==> src/rtl/minterm_sweep_pkg.sv <==
// Shared types and constants for the minterm sweep stimulus/capture block.
package minterm_pkg;

  localparam int unsigned NUM_MINTERMS = 16;
  localparam int unsigned IDX_W        = 4;

  localparam logic [NUM_MINTERMS-1:0] EXPECT_DEFAULT = 16'h0DD0;

  typedef enum logic [1:0] {
    IDLE,
    SETTLE,
    SAMPLE,
    DONE
  } state_t;

endpackage

==> src/rtl/minterm_sweep_if.sv <==
// Stimulus/capture bundle between minterm_sweep (master) and the block under sweep.
// Match exists only when MINTERM_SWEEP_CHECK_EN is defined.
interface minterm_sweep_if;
  import minterm_pkg::*;

  logic                    Start;
  logic                    Abort;
  logic                    F;
  logic                    En;
  logic                    A;
  logic                    B;
  logic                    C;
  logic                    D;
  logic                    Busy;
  logic                    Done;
  logic [NUM_MINTERMS-1:0] Table;
`ifdef MINTERM_SWEEP_CHECK_EN
  logic                    Match;
`endif

`ifdef MINTERM_SWEEP_CHECK_EN
  modport master (
    input  Start, Abort, F,
    output En, A, B, C, D, Busy, Done, Table, Match
  );
  modport slave (
    output Start, Abort, F,
    input  En, A, B, C, D, Busy, Done, Table, Match
  );
`else
  modport master (
    input  Start, Abort, F,
    output En, A, B, C, D, Busy, Done, Table
  );
  modport slave (
    output Start, Abort, F,
    input  En, A, B, C, D, Busy, Done, Table
  );
`endif

endinterface

==> src/rtl/minterm_sweep_settle_cnt.sv <==
// Loadable down-counter with clear; tc flags a zero count (end of settle dwell).
module settle_cnt #(
  parameter int unsigned W = 4
) (
  input  logic         clk,
  input  logic         rst,
  input  logic         clr,
  input  logic         load,
  input  logic         dec,
  input  logic [W-1:0] load_val,
  output logic         tc
);

  logic [W-1:0] cnt_q, cnt_d;

  always_comb begin
    cnt_d = cnt_q;
    if (clr)
      cnt_d = '0;
    else if (load)
      cnt_d = load_val;
    else if (dec && (cnt_q != '0))
      cnt_d = cnt_q - 1'b1;
  end

  always_ff @(posedge clk or posedge rst) begin
    if (rst)
      cnt_q <= '0;
    else
      cnt_q <= cnt_d;
  end

  assign tc = (cnt_q == '0);

endmodule

==> src/rtl/minterm_sweep.sv <==
// Sweeps En/A..D through all 16 minterms, captures F into Table, pulses Done.
// Optional MINTERM_SWEEP_CHECK_EN adds a Match flag comparing Table to EXPECT.
module minterm_sweep
  import minterm_pkg::*;
#(
  parameter int unsigned SETTLE_CYC = 1
`ifdef MINTERM_SWEEP_CHECK_EN
  , parameter logic [NUM_MINTERMS-1:0] EXPECT = EXPECT_DEFAULT
`endif
) (
  input  logic           Clk,
  input  logic           Rst,
  minterm_sweep_if.master bus
);

  localparam logic [IDX_W-1:0] LAST_IDX = IDX_W'(NUM_MINTERMS - 1);

  state_t                  state_q, state_d;
  logic [IDX_W-1:0]        idx_q, idx_d;
  logic [NUM_MINTERMS-1:0] table_q, table_d;
  logic                    en_q, en_d;
  logic [IDX_W-1:0]        abcd_q, abcd_d;
  logic                    busy_q, busy_d;
  logic                    done_q, done_d;
  logic                    match_q, match_d;
  logic                    cnt_clr, cnt_load, cnt_dec, cnt_tc;

  settle_cnt #(.W(IDX_W)) u_settle_cnt (
    .clk      (Clk),
    .rst      (Rst),
    .clr      (cnt_clr),
    .load     (cnt_load),
    .dec      (cnt_dec),
    .load_val (IDX_W'(SETTLE_CYC - 1)),
    .tc       (cnt_tc)
  );

  always_comb begin
    state_d  = state_q;
    idx_d    = idx_q;
    table_d  = table_q;
    match_d  = match_q;
    cnt_clr  = 1'b0;
    cnt_load = 1'b0;
    cnt_dec  = 1'b0;

    unique case (state_q)
      IDLE: begin
        if (bus.Start && !bus.Abort) begin
          state_d  = SETTLE;
          idx_d    = '0;
          table_d  = '0;
          match_d  = 1'b0;
          cnt_load = 1'b1;
        end
      end
      SETTLE: begin
        if (cnt_tc)
          state_d = SAMPLE;
        else
          cnt_dec = 1'b1;
      end
      SAMPLE: begin
        table_d[idx_q] = bus.F;
        if (idx_q == LAST_IDX) begin
          state_d = DONE;
`ifdef MINTERM_SWEEP_CHECK_EN
          // Judged on the completed table so Match is valid alongside Done.
          match_d = (table_d == EXPECT);
`endif
        end else begin
          state_d  = SETTLE;
          idx_d    = idx_q + 1'b1;
          cnt_load = 1'b1;
        end
      end
      DONE: begin
        state_d = IDLE;
        idx_d   = '0;
      end
      default: state_d = IDLE;
    endcase

    // Abort overrides the transition but keeps a sample taken this cycle.
    if (bus.Abort && (state_q != IDLE)) begin
      state_d = IDLE;
      idx_d   = '0;
      match_d = 1'b0;
      cnt_clr = 1'b1;
    end

    en_d   = (state_d == SETTLE) || (state_d == SAMPLE);
    abcd_d = en_d ? idx_d : '0;
    busy_d = en_d;
    done_d = (state_d == DONE);
  end

  always_ff @(posedge Clk or posedge Rst) begin
    if (Rst) begin
      state_q <= IDLE;
      idx_q   <= '0;
      table_q <= '0;
      en_q    <= 1'b0;
      abcd_q  <= '0;
      busy_q  <= 1'b0;
      done_q  <= 1'b0;
      match_q <= 1'b0;
    end else begin
      state_q <= state_d;
      idx_q   <= idx_d;
      table_q <= table_d;
      en_q    <= en_d;
      abcd_q  <= abcd_d;
      busy_q  <= busy_d;
      done_q  <= done_d;
      match_q <= match_d;
    end
  end

  assign bus.En    = en_q;
  assign bus.A     = abcd_q[3];
  assign bus.B     = abcd_q[2];
  assign bus.C     = abcd_q[1];
  assign bus.D     = abcd_q[0];
  assign bus.Busy  = busy_q;
  assign bus.Done  = done_q;
  assign bus.Table = table_q;
`ifdef MINTERM_SWEEP_CHECK_EN
  assign bus.Match = match_q;
`else
  logic unused_match;
  assign unused_match = match_q;
`endif

endmodule
==> src/flat_wrapper.sv <==
// flat-port wrapper written by rule: the top's interface ports become plain ports
module minterm_sweep_flat import minterm_pkg::*;
#(
  parameter int unsigned SETTLE_CYC = 1

)
  (Clk, Rst, bus_Start, bus_Abort, bus_F, bus_En, bus_A, bus_B, bus_C, bus_D, bus_Busy, bus_Done, bus_Table);
  minterm_sweep_if bus_i ();
  input  logic Clk;
  input  logic Rst;
  input wire logic [$bits(bus_i.Start)-1:0] bus_Start;
  input wire logic [$bits(bus_i.Abort)-1:0] bus_Abort;
  input wire logic [$bits(bus_i.F)-1:0] bus_F;
  output wire logic [$bits(bus_i.En)-1:0] bus_En;
  output wire logic [$bits(bus_i.A)-1:0] bus_A;
  output wire logic [$bits(bus_i.B)-1:0] bus_B;
  output wire logic [$bits(bus_i.C)-1:0] bus_C;
  output wire logic [$bits(bus_i.D)-1:0] bus_D;
  output wire logic [$bits(bus_i.Busy)-1:0] bus_Busy;
  output wire logic [$bits(bus_i.Done)-1:0] bus_Done;
  output wire logic [$bits(bus_i.Table)-1:0] bus_Table;
  assign bus_i.Start = bus_Start;
  assign bus_i.Abort = bus_Abort;
  assign bus_i.F = bus_F;
  assign bus_En = bus_i.En;
  assign bus_A = bus_i.A;
  assign bus_B = bus_i.B;
  assign bus_C = bus_i.C;
  assign bus_D = bus_i.D;
  assign bus_Busy = bus_i.Busy;
  assign bus_Done = bus_i.Done;
  assign bus_Table = bus_i.Table;
  minterm_sweep #(.SETTLE_CYC(SETTLE_CYC)) u_core (.Clk(Clk), .Rst(Rst), .bus(bus_i));
endmodule
==> config.mk <==
export PLATFORM = sky130hd
export DESIGN_NAME = minterm_sweep_flat
export DESIGN_NICKNAME = d
export VERILOG_FILES = /design/src/rtl/minterm_sweep_pkg.sv /design/src/rtl/minterm_sweep_if.sv /design/src/rtl/minterm_sweep_settle_cnt.sv /design/src/rtl/minterm_sweep.sv /design/src/flat_wrapper.sv
export SDC_FILE = /design/constraint.sdc
export NUM_CORES = 1
export LEC_CHECK = 0
export CAP_MARGIN = 10
export CORE_ASPECT_RATIO = 0.6
export CORE_MARGIN = 4
export CORE_UTILIZATION = 47
export DETAILED_ROUTE_END_ITERATION = 10
export GPL_TIMING_DRIVEN = 0
export HOLD_SLACK_MARGIN = 0.08
export PLACE_DENSITY_LB_ADDON = 0.3
export SYNTH_ARGS = -nofsm -noshare
export SYNTH_HDL_FRONTEND = slang
export SYNTH_SLANG_ARGS = --single-unit
==> constraint.sdc <==
create_clock -name Clk -period 1.95 [get_ports Clk]
set_clock_uncertainty 0.05 [all_clocks]
set_input_delay 0.39 -clock Clk [delete_from_list [all_inputs] [get_ports Clk]]
set_output_delay 0.39 -clock Clk [all_outputs]
set_load 0.01 [all_outputs]
# Word level (Yosys, flattened, before mapping)
# Cells that the tools add are included.
[totals] out_inout_bits=23 register_bits=32
[classes] n_addsub=2 eq_ne=8 mux=24 reduce_logical=13 n_lt_le_gt_ge=2
[op_table] operator="case mux 16 bit (2 select lines)" count=1
[op_table] operator="two-way mux 4 bit" count=7
[op_table] operator="bitwise mux 16 bit" count=1
[op_table] operator="two-way mux 16 bit" count=1
[op_table] operator="case mux 4 bit (3 select lines)" count=1
[op_table] operator="equality test 2 bit, second input constant" count=4
[op_table] operator="two-way mux 2 bit" count=4
[op_table] operator="case mux 2 bit (4 select lines)" count=1
[op_table] operator="two-way mux 1 bit" count=6
[op_table] operator="less-than comparator 4 x 5 -> 1 bit, second input constant" count=1
[op_table] operator="adder 4 x 1 -> 4 bit, second input constant" count=1
[op_table] operator="demux 1 bit (select 4 bit)" count=1
[op_table] operator="equality test 2 x 1 -> 1 bit, second input constant" count=2
[op_table] operator="equality test 4 bit, second input constant" count=1
[op_table] operator=">= comparator 4 x 1 -> 1 bit, second input constant" count=1
[op_table] operator="logical AND 1 bit" count=4
[op_table] operator="logical NOT 4 bit" count=1
[op_table] operator="nonzero test 2 bit" count=2
[op_table] operator="nonzero test 4 bit" count=1
[op_table] operator="subtractor 4 x 1 -> 4 bit, second input constant" count=1
[op_table] operator="nonzero test 3 bit" count=1
[op_table] operator="logical NOT 2 bit" count=1
[op_table] operator="inequality test 2 x 1 -> 1 bit, second input constant" count=1
[op_table] operator="case mux 1 bit (2 select lines)" count=1
[op_table] operator="other kinds (3)" count=3

# Depth between registers and ports, before layout
# Gate-level depths: netlist of run 1.
[logic_depth] depth_word=8 ltp_mapped=8 mapped_depth_nobuf=8

# Hierarchy
# Synthesis of run 1 repeated with hierarchy kept, for this count alone.
[unflattened] cells_unflattened=169 hier_area_um2=1798.0
[modules_own_cells] mod="minterm_sweep" n_inst=1 cells_each=138 area_per_inst_um2=1498.9
[modules_own_cells] mod="settle_cnt" n_inst=1 cells_each=31 area_per_inst_um2=299.0

# Worst setup path after synthesis of run 1
# No wires, ideal clock.
[synth_timing] path_type="reg2reg" from="register u_core.idx_q[0]" to="register u_core.abcd_q[0]" setup_time_ps=122 path_stages_with_launch=9 t_required_ps=1778 path_slack_ps=150 t_arrival_ps=1628 path_cell_list="dfrtp_1 -> ha_1 -> clkbuf_1 -> nand3b_1 -> o32a_1 -> nor2_1 -> ha_1 -> nand2_1 -> nor2_1"
[synth_via] elab_chain_cells=7 word_cells_on_any_way=13 classes_between="1 x add/sub; 3 x eq/ne; 8 x mux; 1 x reduce/logical"
[synth_lines] element="start, declared" line="minterm_sweep.sv:19" text="logic [IDX_W-1:0] idx_q, idx_d;"
[synth_lines] element="start signal, assigned" line="minterm_sweep.sv:110" text="idx_q <= idx_d;"
[synth_lines] element="equality test 4 bit (*)" line="minterm_sweep.sv:65" text="if (idx_q == LAST_IDX) begin"
[synth_lines] element="two-way mux 2 bit (*)" line="minterm_sweep.sv:65"
[synth_lines] element="case mux 2 bit (4 select lines) (*)" line="minterm_sweep.sv:47" text="unique case (state_q)"
[synth_lines] element="two-way mux 2 bit (*)" line="minterm_sweep.sv:85" text="if (bus.Abort && (state_q != IDLE)) begin"
[synth_lines] element="via u_core.state_d[1]" line="minterm_sweep.sv:18" text="state_t state_q, state_d;"
[synth_lines] element="equality test 2 x 1 -> 1 bit or equality test 2 bit (tied branches)" line="minterm_sweep.sv:92" text="en_d = (state_d == SETTLE) || (state_d == SAMPLE);"
[synth_lines] element="logical OR 1 bit (*)" line="minterm_sweep.sv:92"
[synth_lines] element="via u_core.busy_d" line="minterm_sweep.sv:23" text="logic busy_q, busy_d;"
[synth_lines] element="two-way mux 4 bit (*)" line="minterm_sweep.sv:93" text="abcd_d = en_d ? idx_d : '0;"
[synth_lines] element="via u_core.abcd_d[0]" line="minterm_sweep.sv:22" text="logic [IDX_W-1:0] abcd_q, abcd_d;"
[synth_lines] element="end signal, assigned" line="minterm_sweep.sv:104" text="abcd_q <= '0;"
[synth_lines] element="end signal, assigned" line="minterm_sweep.sv:113" text="abcd_q <= abcd_d;"
[synth_lines] element="end, declared" line="minterm_sweep.sv:22"
# The timed path passes the listed nets; every way through them passes the cells marked *.
# A chain may end at the register's enable or synchronous reset.

# Worst setup path in the final report of run 1
[layout_timing] from="register u_core.u_settle_cnt.cnt_q[0]" to="register u_core.abcd_q[2]"
[layout_via] elab_chain_cells=7 word_cells_on_any_way=8 classes_between="2 x eq/ne; 4 x mux; 2 x reduce/logical"
[layout_lines] element="start, declared" line="minterm_sweep_settle_cnt.sv:14" text="logic [W-1:0] cnt_q, cnt_d;"
[layout_lines] element="start signal, assigned" line="minterm_sweep_settle_cnt.sv:30" text="cnt_q <= cnt_d;"
[layout_lines] element="logical NOT 4 bit (*)" line="minterm_sweep_settle_cnt.sv:33" text="assign tc = (cnt_q == '0);"
[layout_lines] element="two-way mux 2 bit (*)" line="minterm_sweep.sv:58" text="if (cnt_tc)"
[layout_lines] element="case mux 2 bit (4 select lines) (*)" line="minterm_sweep.sv:47"
[layout_lines] element="two-way mux 2 bit (*)" line="minterm_sweep.sv:85"
[layout_lines] element="via u_core.state_d[1]" line="minterm_sweep.sv:18"
[layout_lines] element="equality test 2 x 1 -> 1 bit or equality test 2 bit (tied branches)" line="minterm_sweep.sv:92"
[layout_lines] element="logical OR 1 bit (*)" line="minterm_sweep.sv:92"
[layout_lines] element="via u_core.busy_d" line="minterm_sweep.sv:23"
[layout_lines] element="two-way mux 4 bit (*)" line="minterm_sweep.sv:93"
[layout_lines] element="via u_core.abcd_d[2]" line="minterm_sweep.sv:22"
# Marks and branches as above.

==> results.cfg, run 1 <==
[die]
std_cell_rows = 16
start_util = 0.4935
dieWidth_um = 83.80
io_pins = 28
dieArea_um2 = 4482
core_area_um2 = 3283
dieHeight_um = 53.48

[placed_design]
hpwl_um = 2935
dp_slack_ns = -0.2387
gp_congestion = 0.8925
port_buffers = 27

[run]
drv_cap = 0

[cells_and_area]
final_cell_mix = dfrtp_1, clkdlybuf4s50_1, nand2_1
final_common_cell = dfrtp_1
syn2layout_area_growth_pct = 29.81
drive_gt1_frac = 0.1393
antennaDiodeCount = 0
final_util = 0.6406
layout.nets = 212

[grt]
grt_pass1_vias = 1371
antenna_found_initial = 0
grtUsageTotal = 0.2037
grt-busiest-layer = met2
use_met2 = 0.3061
grt_use_met1 = 0.2669
grt_max_degree = 33
gr-total-overflow = 0
use_met3 = 0.07465
grt_pass1_wl_um = 6831

[clock_tree]
cts_root_buf = clkbuf_8
path_clk_slew_ns = 0.07
clock_path_buffers = 2
holdBufCountCts = 0
cts.sinks = 32
cts_buffers = 5
insertion_delay_ns = 0.30
htree_levels = 2
cts_tree = yes

[setup_path]
required_ns = 2.08
r2r-start = u_core.u_settle_cnt.cnt_q[0]
slowest_stage = dfrtp_1
crit_path_start_kind = flop
cp.arrival_ns = 1.98
cp-end-kind = flop
cp_cell_sequence = inv_1 -> ha_1 -> nand2b_1 -> o32a_1 -> nor2_2 -> ha_1 -> and2_1
cp-endpoint = u_core.abcd_q[2]
worstPathMaxFanout = 4
cpPeakStageDelay_ns = 0.38
cp_top_family = adder cells
startpoint = u_core.u_settle_cnt.cnt_q[0]
r2r_end = u_core.abcd_q[2]
path_class = flop to flop
cpMostUsedCell = ha_1
worst-path-buf-inv = 1
crit_cells = 7
reg2reg_depth = 7
r2r_slack_ns = 0.1

[timing]
post-route-period-util = 0.9494
fmax_ghz = 0.5401
post-route-min-period_ns = 1.851
setup_ws_ns = 0.09865
hold_violations = 0
setup_violations = 0
max_slew_margin = 0.6523
drv_slew = 0
tightest_slew_ns = 0.5183

[synthesis]
ys.flop_type = dfrtp_1
yosysWarnings = 0
synth-seq-cells = 32
avgSynthCellArea_um2 = 9.880
syn-num-nets = 176
async_reset_ff_frac = 1.000
synth_top_cell_area_share = 0.4942
ys_types = 41
synth.area.top_cells = dfrtp_1, nand2_1, ha_1, nand4_1, o211ai_1
seq_area_frac_synth = 0.4942
synth_area_um2 = 1620
synthCells = 164
synth_top_cell_by_area = dfrtp_1
synth_enable_flop_cells = 0

[power]
power-per-cell-area_nw_per_um2 = 1081
vdd_drop_max_mv = 0.6525
power.leakage_nw = 0.9649

[route]
vias = 1422
viasPerCell = 5.780
first_pass_iters = 4
drc = 0
wl_per_cell_um = 16.78
postRouteAntennaNets = 0
drtIter0Drc = 80
drt-total-wl_um = 4128

[status]
status = finished, final reports clean

[hold_path]
hold_path_class = primary input to asynchronous set/reset pin
==> kinds of logic after synthesis <==
logic type,share of synthesized area
AO/OA/AOI/OAI,0.1622
adder cells (fa/ha/maj),0.05405
AND/OR/NAND/NOR,0.2209
buffers and inverters,0.05174
multiplexers,0.006178
XOR/XNOR,0.01081
flip-flops,0.4942
==> timing repair <==
item,CTS,global route
buffers inserted,0,2
setup endpoints to repair,5,4
pin swaps,0,1
gates resized for setup,2,6
==> layout make-up <==
type | instances | area, um^2
Tap cell | 45 | 56.30
Sequential cell | 32 | 802.0
Buffer | 8 | 50.05
Clock inverter | 2 | 10.01
Multi-Input combinational cell | 115 | 759.5
Clock buffer | 6 | 82.58
Timing Repair Buffer | 30 | 312.8
Fill cell | 260 | 1180
Inverter | 8 | 30.03
==> worst min-delay path by stage <==
stage                              endpoint  slack, ns                    startpoint
4_1_cts                u_core.bus.Table[10]       0.48          u_core.bus.Table[10]
3_3_place_gp            u_core.bus.Table[4]       0.46           u_core.bus.Table[4]
2_1_floorplan  u_core.u_settle_cnt.cnt_q[3]       0.45  u_core.u_settle_cnt.cnt_q[3]
3_5_place_dp           u_core.bus.Table[10]       0.46          u_core.bus.Table[10]
6_report                u_core.bus.Table[1]       0.34                           Rst
5_1_grt                 u_core.bus.Table[9]       0.39                           Rst
==> per-stage QoR <==
stage                     std cells  cell area [um^2]  hold slack [ns]  total power, mW  TNS [ns]
after floorplan                 164              1620           0.4462            1.387         0
after global placement          236              1947           0.4551            1.618   -0.9964
after detailed placement        236              1947           0.4584            1.661    -1.002
after CTS                       243              2048           0.4752            2.204         0
after global routing            246              2103           0.3909            2.405  -0.01297
final                           246              2103           0.3395            2.273         0
==> state kept, by name (all words and copies together) (netlist names) <==
| register | cells |
|---|---|
| u_core.abcd_q | 4 |
| u_core.bus.Done | 1 |
| u_core.bus.En | 1 |
| u_core.bus.Table | 16 |
| u_core.idx_q | 4 |
| u_core.state_q | 2 |
| u_core.u_settle_cnt.cnt_q | 4 |
==> power by group <==
part / total, mW / internal (mW) / switching, mW / leakage (nW)
logic: 0.877 / 0.369 / 0.508 / 0.474
clock network: 0.531 / 0.281 / 0.250 / 0.0510
registers: 0.864 / 0.767 / 0.0978 / 0.440
==> synth_stat cells (2+ instances only) <==
master and n:
o311ai_1 2, o211ai_1 10, nand4b_1 3, ha_1 7, clkbuf_1 2, a21oi_1 4
buf_2 4, nor2b_1 5, nand2_1 24, nand4_1 13, inv_1 8, buf_4 2
dfrtp_1 32, a41o_1 2, nor2_1 10, and2_1 2, nand2b_1 4, nor2_2 2
o21ai_0 6
==> metal layers <==
layer | part of all wire | wire [um]
met3 | 0.084 | 345
met1 | 0.46 | 1902
met4 | 0.017 | 72
met2 | 0.44 | 1808
met5 | 0 | 0
Power figures use the tool's default switching activity.
==> run 2: changes to the inputs <==
--- a/config.mk
+++ b/config.mk
@@ -5,9 +5,9 @@
 export SDC_FILE = /design/constraint.sdc
 export NUM_CORES = 1
 export LEC_CHECK = 0
+export ABC_AREA = 1
 export CAP_MARGIN = 10
 export CORE_ASPECT_RATIO = 0.6
-export CORE_MARGIN = 4
 export CORE_UTILIZATION = 47
 export DETAILED_ROUTE_END_ITERATION = 10
 export GPL_TIMING_DRIVEN = 0
==> results.cfg, run 2 <==
[status]
status = finished, final reports clean

[die]
dieWidth_um = 77.07
std_cell_rows = 15
core_area_um2 = 3040
dieArea_um2 = 3625
io_pins = 28
dieHeight_um = 47.04
start_util = 0.5226

[power]
p_total_mw = 1.930
power.leakage_nw = 1.113
vdd_drop_max_mv = 0.5537
power-per-cell-area_nw_per_um2 = 939.0

[placed_design]
hpwl_um = 2555
gp_congestion = 0.9073
port_buffers = 27

[route]
drtIter0Drc = 68
first_pass_iters = 4
drt-total-wl_um = 3511
viasPerCell = 4.886
drc = 0
vias = 1373
wl_per_cell_um = 12.49
postRouteAntennaNets = 0

[clock_tree]
cts_root_buf = clkbuf_8
htree_levels = 2
cts_tree = yes
path_clk_slew_ns = 0.07
insertion_delay_ns = 0.29
clock_path_buffers = 2
cts.sinks = 32
cts_buffers = 5

[cells_and_area]
final_util = 0.6761
syn2layout_area_growth_pct = 29.37
final_common_cell = nand2_1
largest_register_ffs = 16
drive_gt1_frac = 0.07531
nFillCells = 277
final_cell_mix = nand2_1, inv_1, dfrtp_1
layout.nets = 250
antennaDiodeCount = 0

[setup_path]
r2r-start = u_core.u_settle_cnt.cnt_q[0]
cpPeakStageDelay_ns = 0.45
cp_cell_sequence = clkdlybuf4s50_1 -> inv_1 -> nor2_1 -> a21oi_1 -> ha_1 -> inv_1 -> a211oi_2
r2r_slack_ns = 0.19
r2r_end = u_core.abcd_q[2]
cpMostUsedCell = inv_1
crit_path_start_kind = primary input
worstPathMaxFanout = 4
cp.arrival_ns = 1.94
path_class = primary input to flop
required_ns = 2.09
cp-end-kind = flop
reg2reg_depth = 8
slowest_stage = clkdlybuf4s50_1

[grt]
antenna_found_initial = 0
grt_max_degree = 33
grtUsageTotal = 0.2222
grt_pass1_vias = 1216
grt_pass1_wl_um = 5713
gr-total-overflow = 0

[timing]
post-route-period-util = 0.9194
rsz0062_at_grt = no
drv_slew = 0
max_slew_margin = 0.6425
hold_violations = 0
fmax_ghz = 0.5578
tightest_slew_ns = 0.5356
setup_violations = 0
post-route-min-period_ns = 1.793

[synthesis]
syn-num-nets = 213
synth_enable_flop_cells = 0
synth_fa_ha_area_frac = 0.05512
yosysWarnings = 0
synthCells = 201
synth-xor-area-share = 0.005512
synth_area_um2 = 1589
synth_common_cells = nand2_1, inv_1, dfrtp_1
synth_compound_area_frac = 0.09764
synth-seq-cells = 32
async_reset_ff_frac = 1.000
avgSynthCellArea_um2 = 7.906
ys.flop_type = dfrtp_1
synth_mux_area_frac = 0
ys_types = 21
synth_top_cell_area_share = 0.5039
synth_top_family_by_area = simple AND/OR/NAND/NOR gates
synth_top_cell_by_area = dfrtp_1
synth.area.top_cells = dfrtp_1, nand2_1, inv_1, ha_1, o21ai_0
seq_area_frac_synth = 0.5039
yosysMostFrequentCell = nand2_1
yosys.area_share.simple = 0.2433

[hold_path]
hold_path_class = primary input to asynchronous set/reset pin

[run]
drv_cap = 0
==> run 2: cell count changes in the layout (fill, tap and decap cells not counted), sizes merged, moves of 6 or more <==
cell,change
inv,+28
nand2,+36
nand3,+13
nand4,-13
nor2,+6
o211ai,-9
o21ai,+11
==> run 2: how the worst max path moves through the flow <==
stage	endpoint	cells after the start	slack [ns]	start
6_report	u_core.abcd_q[2]	7	0.16	bus_Abort
3_3_place_gp	u_core.abcd_q[2]	7	-0.08	bus_Abort
4_1_cts	u_core.abcd_q[2]	8	0.05	u_core.u_settle_cnt.cnt_q[0]
2_1_floorplan	u_core.abcd_q[2]	8	0.37	u_core.u_settle_cnt.cnt_q[0]
3_5_place_dp	u_core.abcd_q[2]	7	-0.14	bus_Abort
5_1_grt	u_core.abcd_q[2]	8	0.03	u_core.u_settle_cnt.cnt_q[0]
==> run 2: power breakdown <==
| group | switching (mW) | internal, mW |
|---|---|---|
| logic | 0.372 | 0.236 |
| registers | 0.0593 | 0.740 |
| clock network | 0.236 | 0.287 |
| total | 0.668 | 1.26 |
==> run 2: logic make-up (layout without fill, tap and decap cells) <==
family,count (synthesis),in the layout
AOI/OAI and AO/OA,29,29
adders and majority gates,7,7
DFF,32,32
xor gates and xnor gates,1,1
buffers and inverters,38,76
and+or+nand+nor,94,94
==> run 2: critical path, delay by kind of cell <==
family          cells  cell delay, ns
simple gates        1            0.29
compound gates      2            0.33
buf+inv             3            0.60
fa+ha+maj           1            0.32
==> run 2: per-layer routing <==
layer | global-route usage | share of wire
met4 | 0.07925 | 0.017
met2 | 0.3179 | 0.40
met1 | 0.3094 | 0.52
met5 | 0 | 0
met3 | 0.08932 | 0.064
==> run 2: area by class of cell <==
| cell class | count | area, um^2 | area share |
|---|---|---|---|
| inverter | 35 | 131.4 | 0.06391 |
| sequential | 32 | 800.8 | 0.3895 |
| clock buffer | 8 | 90.09 | 0.04382 |
| tap | 42 | 52.55 | 0.02556 |
| multi-input combinational | 131 | 649.4 | 0.3159 |
| timing repair buffer | 30 | 312.8 | 0.1522 |
| buffer | 3 | 18.77 | 0.009130 |
==> run 2: repair_timing <==
item / in CTS / in global routing
hold buffers: 0 / 0
buffers inserted: 0 / 2
gates resized for setup: 0 / 3
endpoints found under the setup margin: 0 / 2
==> run 2: metrics by stage <==
stage / TNS, ns / hold slack (ns) / instances / instance area, um^2 / setup WS [ns]
2_1_floorplan: 0 / 0.4562 / 201 / 1589 / 0.3667
3_3_place_gp: -0.1055 / 0.4487 / 270 / 1912 / -0.08055
3_5_place_dp: -0.2389 / 0.4399 / 270 / 1912 / -0.1418
4_1_cts: 0 / 0.4561 / 278 / 2002 / 0.04988
5_1_grt: 0 / 0.4315 / 281 / 2056 / 0.03156
6_report: 0 / 0.3943 / 281 / 2056 / 0.1572
==> run 3: changes to the inputs <==
--- a/config.mk
+++ b/config.mk
@@ -8,6 +8,7 @@
 export ABC_AREA = 1
 export CAP_MARGIN = 10
 export CORE_ASPECT_RATIO = 0.6
+export CORE_MARGIN = 2
 export CORE_UTILIZATION = 47
 export DETAILED_ROUTE_END_ITERATION = 10
 export GPL_TIMING_DRIVEN = 0
==> results.cfg, run 3 (same netlist as run 2, synthesis figures left out) <==
[status]
status = finished, final reports clean

[cells_and_area]
largest_register_ffs = 16
drive_gt1_frac = 0.05932
syn2layout_area_growth_pct = 27.48
design_area_um2 = 2026
layout.nets = 248
antennaDiodeCount = 0
final_common_cell = nand2_1
final_cell_mix = nand2_1, inv_1, dfrtp_1

[timing]
post-route-min-period_ns = 1.817
fmax_ghz = 0.5504
tns_ns = 0
drv_slew = 0
max_slew_margin = 0.5670
setup_violations = 0
hold_violations = 0
rsz0062_at_grt = no
tightest_slew_ns = 0.6488
post-route-period-util = 0.9318

[die]
start_util = 0.4900
io_pins = 28
core_area_um2 = 3243
dieWidth_um = 79.07
dieHeight_um = 49.04
dieArea_um2 = 3877
std_cell_rows = 16

[route]
drtIter0Drc = 62
routedLengthMet1_um = 1777
wl_per_cell_um = 11.96
dr_wl_met3_um = 212
drc = 0
wl_met2_um = 1306
drt-total-wl_um = 3360
vias = 1337
first_pass_iters = 4
top_layer = met4
viasPerCell = 4.758
postRouteAntennaNets = 0

[power]
clockPowerShare = 0.255
swShare = 0.3508
p_sw_mw = 0.6555
internal-power_mw = 1.213
vdd_drop_max_mv = 0.5719
power.share.sequential = 0.428
power-per-cell-area_nw_per_um2 = 922.5
power.leakage_nw = 1.099
combPwrFrac = 0.317

[placed_design]
gp_congestion = 0.8561
port_buffers = 27
placed_cell_area_um2 = 1916
hpwl_um = 2557

[clock_tree]
cts_root_buf = clkbuf_8
holdBufCountCts = 0
clock_path_buffers = 2
insertion_delay_ns = 0.28
path_clk_slew_ns = 0.07
cts.sinks = 32
cts_tree = yes
htree_levels = 2
cts_buffers = 5

[setup_path]
required_ns = 2.09
cp.arrival_ns = 1.96
path_class = flop to flop
crit_path_start_kind = flop
worstPathMaxFanout = 6
cp-end-kind = flop

[grt]
gr-total-overflow = 0
antenna_found_initial = 0
grtUsageTotal = 0.1998
grt_max_degree = 33
grt_pass1_vias = 1223
grt_pass1_wl_um = 5775

[hold_path]
hold_path_class = primary input to asynchronous set/reset pin

[run]
drv_cap = 0
run 3: critical path, cell delays in order (launching register included):
cell and delay [ns]:
dfrtp_1 0.38, inv_1 0.12, ha_1 0.15, nand3_1 0.10, nand2_1 0.17, a21oi_1 0.13
ha_1 0.32, inv_1 0.10, a211oi_2 0.21
run 3: through the flow:
stage | utilization | total power [mW] | worst slack (ns) | hold WS (ns) | std cells
2_1_floorplan | - | 1.162 | 0.3667 | 0.4562 | 201
3_3_place_gp | 0.5907 | 1.382 | -0.08579 | 0.4487 | 273
3_5_place_dp | 0.5907 | 1.392 | -0.1744 | 0.4618 | 273
4_1_cts | 0.6146 | 1.866 | 0.07015 | 0.4782 | 280
5_1_grt | 0.6246 | 1.997 | 0.008014 | 0.4904 | 281
6_report | 0.6246 | 1.869 | 0.1330 | 0.4427 | 281
run 3: layer usage:
layer | global-route usage | vias to the layer above
met5 | 0 | -
met4 | 0.08621 | 0
met3 | 0.06111 | 7
met2 | 0.2500 | 32
met1 | 0.3117 | 608
li1 | - | 690
run 3: final timing paths:
check / start / end / slack [ns] / cells past startpoint
min: Rst / u_core.bus.Table[9] / 0.44 / 2
max: u_core.u_settle_cnt.cnt_q[0] / u_core.abcd_q[2] / 0.13 / 8
min reg2reg: u_core.bus.Table[7] / u_core.bus.Table[7] / 0.47 / 2
max in group asynchronous: Rst / u_core.abcd_q[2] / 0.88 / 3
max reg2reg: u_core.u_settle_cnt.cnt_q[0] / u_core.abcd_q[2] / 0.13 / 8
min in group Clk: u_core.bus.Table[7] / u_core.bus.Table[7] / 0.47 / 2
run 3: power by group through the flow:
stage / sequential [mW] / clock (mW) / combinational [mW]
after detailed placement: 0.812 / 0 / 0.579
final: 0.800 / 0.477 / 0.592
after floorplan: 0.826 / 0 / 0.336
after CTS: 0.801 / 0.484 / 0.582
after global routing: 0.812 / 0.522 / 0.662
after global placement: 0.812 / 0 / 0.571
run 3: repair_timing:
action	4_1_cts	5_1_grt
endpoints found under the setup margin	0	1
buffers inserted	0	0
resized for setup	0	1
run 3: cell type report:
cell class	instances	area (um^2)
inverters	35	131.4
multi-input cells	131	643.1
plain buffers	3	18.77
clock buffers	6	72.57
clock inverters	1	5.005
well taps	45	56.30
repair buffers	28	297.8
flip-flops and latches	32	800.8
fillers	304	1217
==> RTL change: new RTL, config.mk and constraints of run 1 <==
Encoding of `state_t`: now one-hot (4 bits for 4 states).
--- a/src/rtl/minterm_sweep_pkg.sv
+++ b/src/rtl/minterm_sweep_pkg.sv
@@ -6,11 +6,11 @@
 
   localparam logic [NUM_MINTERMS-1:0] EXPECT_DEFAULT = 16'h0DD0;
 
-  typedef enum logic [1:0] {
-    IDLE,
-    SETTLE,
-    SAMPLE,
-    DONE
+  typedef enum logic [3:0] {
+    IDLE   = 4'b0001,
+    SETTLE = 4'b0010,
+    SAMPLE = 4'b0100,
+    DONE   = 4'b1000
   } state_t;
 
 endpackage
Formal check against the unedited RTL: same outputs for any inputs over 10 cycles, from zero or initial values and one cycle with Rst high; not proved beyond that.
==> RTL change against run 1 <==
- count of clock-buffer cells in the layout is 1 lower
- highest routed layer unchanged
- cell area rose by 8.5%
- sequential share of layout area decreased by 0.80 points
- setup slack worse by 0.044 ns
- critical path depth down 1
- worst hold slack better by 0.11 ns
- routed wire length rose by 4.2%
- sequential cell count increased by 2
- area after synthesis grew 6.7%
Power is not compared: it rests on default switching activity, and its combinational part moved more than twofold at a synthesized area within 25%.
==> RTL change: results (changes against run 1) <==
status=completed; mux contribution to synthesized area=0.005789 (-0.0003889); first-pass GRT wire length=7.086 mm (+3.7%); Initial DRC Count=132 (+65%); r2r endpoint=u_core.abcd_q[2]; sequential-to-total area share from yosys stat=0.4928 (-0.001444); largest net degree at the start of global routing=35 (+6.1%); Tightest Pin Transition=0.6854 ns (+0.1670 ns); CTS buffer count=5 (unchanged); CP top delay family=simple AND/OR/NAND/NOR gates; most instantiated cells after synthesis=33 x dfrtp_1, 32 x o21ai_0, 17 x a21oi_1; diode count=0 (unchanged); post-detail-place hpwl=3.003 mm (+2.3%); worst min-delay path category=flop to flop; Worst-path clk slew=0.07 ns (about the same); Worst R2R Path Depth=6 (-1); Post-Place Worst Slack=-0.5653 ns (-0.3266 ns); H-tree depth=2 (unchanged); Hold Crit Start=u_core.bus.Table[11]; hold worst-path end=u_core.bus.Table[11]; wirelength, routed=4.300 mm (+4.2%); Critical-path top delay cell=or4b_4; setup ws final=0.05418 ns (-0.04447 ns); DR pass1 iterations=5 (+1); vias in the first global route=1,488 (+8.5%); Data arrival, critical path=2.07 ns (+0.09 ns); Synth cell types=43 (+4.9%); kind of end point of the critical path=flop; share of cells above drive strength 1=0.1822 (+0.04292); slowest cell delay on critical path=0.54 ns (+0.16 ns); Worst Path Max Fanout=10 (+6); fin nets=235 (+11%); all-layer global routing usage=0.1959 (-0.007859); Clk Tree Root Cell=clkbuf_8; GP Congestion=0.8484 (-4.9%); clk_lat worst skew=0.29 ns; Syn Nets=195 (+11%); adder-cell area share of the yosys netlist=0.04342 (-0.01064); hold path cells=2; routed vias/inst=5.670 (-1.9%); Pleak=1.018 nW; Async SR Flop Fraction=1.000 (unchanged); ranking of synthesized cells by area=dfrtp_1 48%, o21ai_0 9.3%, a21oi_1 4.9%; clk buf depth=2 (unchanged); Worst Setup SP=u_core.state_q[0]; launching point of the worst reg2reg path=u_core.state_q[0]; Synth Area in Compound Gates=0.2113 (+0.04913); Synth Area in XOR/XNOR=0.01520 (+0.004385)
## RTL change: cells by family after synthesis
| family | after synthesis |
|---|---|
| flops | 34 |
| compound gates | 66 |
| mux | 1 |
| simple gates | 54 |
| xor+xnor | 3 |
| fa+ha+maj | 6 |
| buf+inv | 20 |
## RTL change: worst register-to-register path, stage by stage (launching register included)
cell and delay [ns]:
dfstp_2 0.39, buf_6 0.13, or4b_4 0.54, a21o_1 0.18, a211o_4 0.37, inv_2 0.06, and2_1 0.11
## RTL change: through the flow
stage	setup TNS [ns]	instances	area [µm²]	hold slack [ns]
after floorplan	0	184	1729	0.4679
after CTS	0	263	2180	0.4530
after global routing	-0.02619	270	2282	0.4994
after global placement	-5.519	256	2056	0.4297
after detailed placement	-7.501	256	2056	0.4362
final	0	270	2282	0.4472
## RTL change: routing by layer
metal | vias up | track usage | wire length [µm] | share of wire
met5 | - | 0 | 0 | 0
met2 | 55 | 0.2980 | 1846 | 0.43
li1 | 725 | - | - | -
met4 | 0 | 0.04663 | 36 | 0.0084
met3 | 7 | 0.04586 | 339 | 0.079
met1 | 744 | 0.2852 | 2077 | 0.48
## RTL change: final cells by class
cell class	count	area (µm²)
sequential	34	852.1
clock buffer	5	68.82
buffer	9	66.31
timing repair buffer	34	322.8
inverter	10	37.54
multi-input combinational	130	857.1
tap	45	56.30
fill	269	1101
clock inverter	3	21.27
## RTL change: where the power goes
group / internal (W) / switching, W
Sequential: 0.000713 / 0.00000497
Clock: 0.000250 / 0.000267
Combinational: 0.0000637 / 0.0000849
## RTL change: repair_timing
action	in CTS	in global routing
setup endpoints to repair	16	19
pin swaps	1	5
gates resized for setup	7	16
endpoints found under the hold margin	0	0
setup buffers	0	7
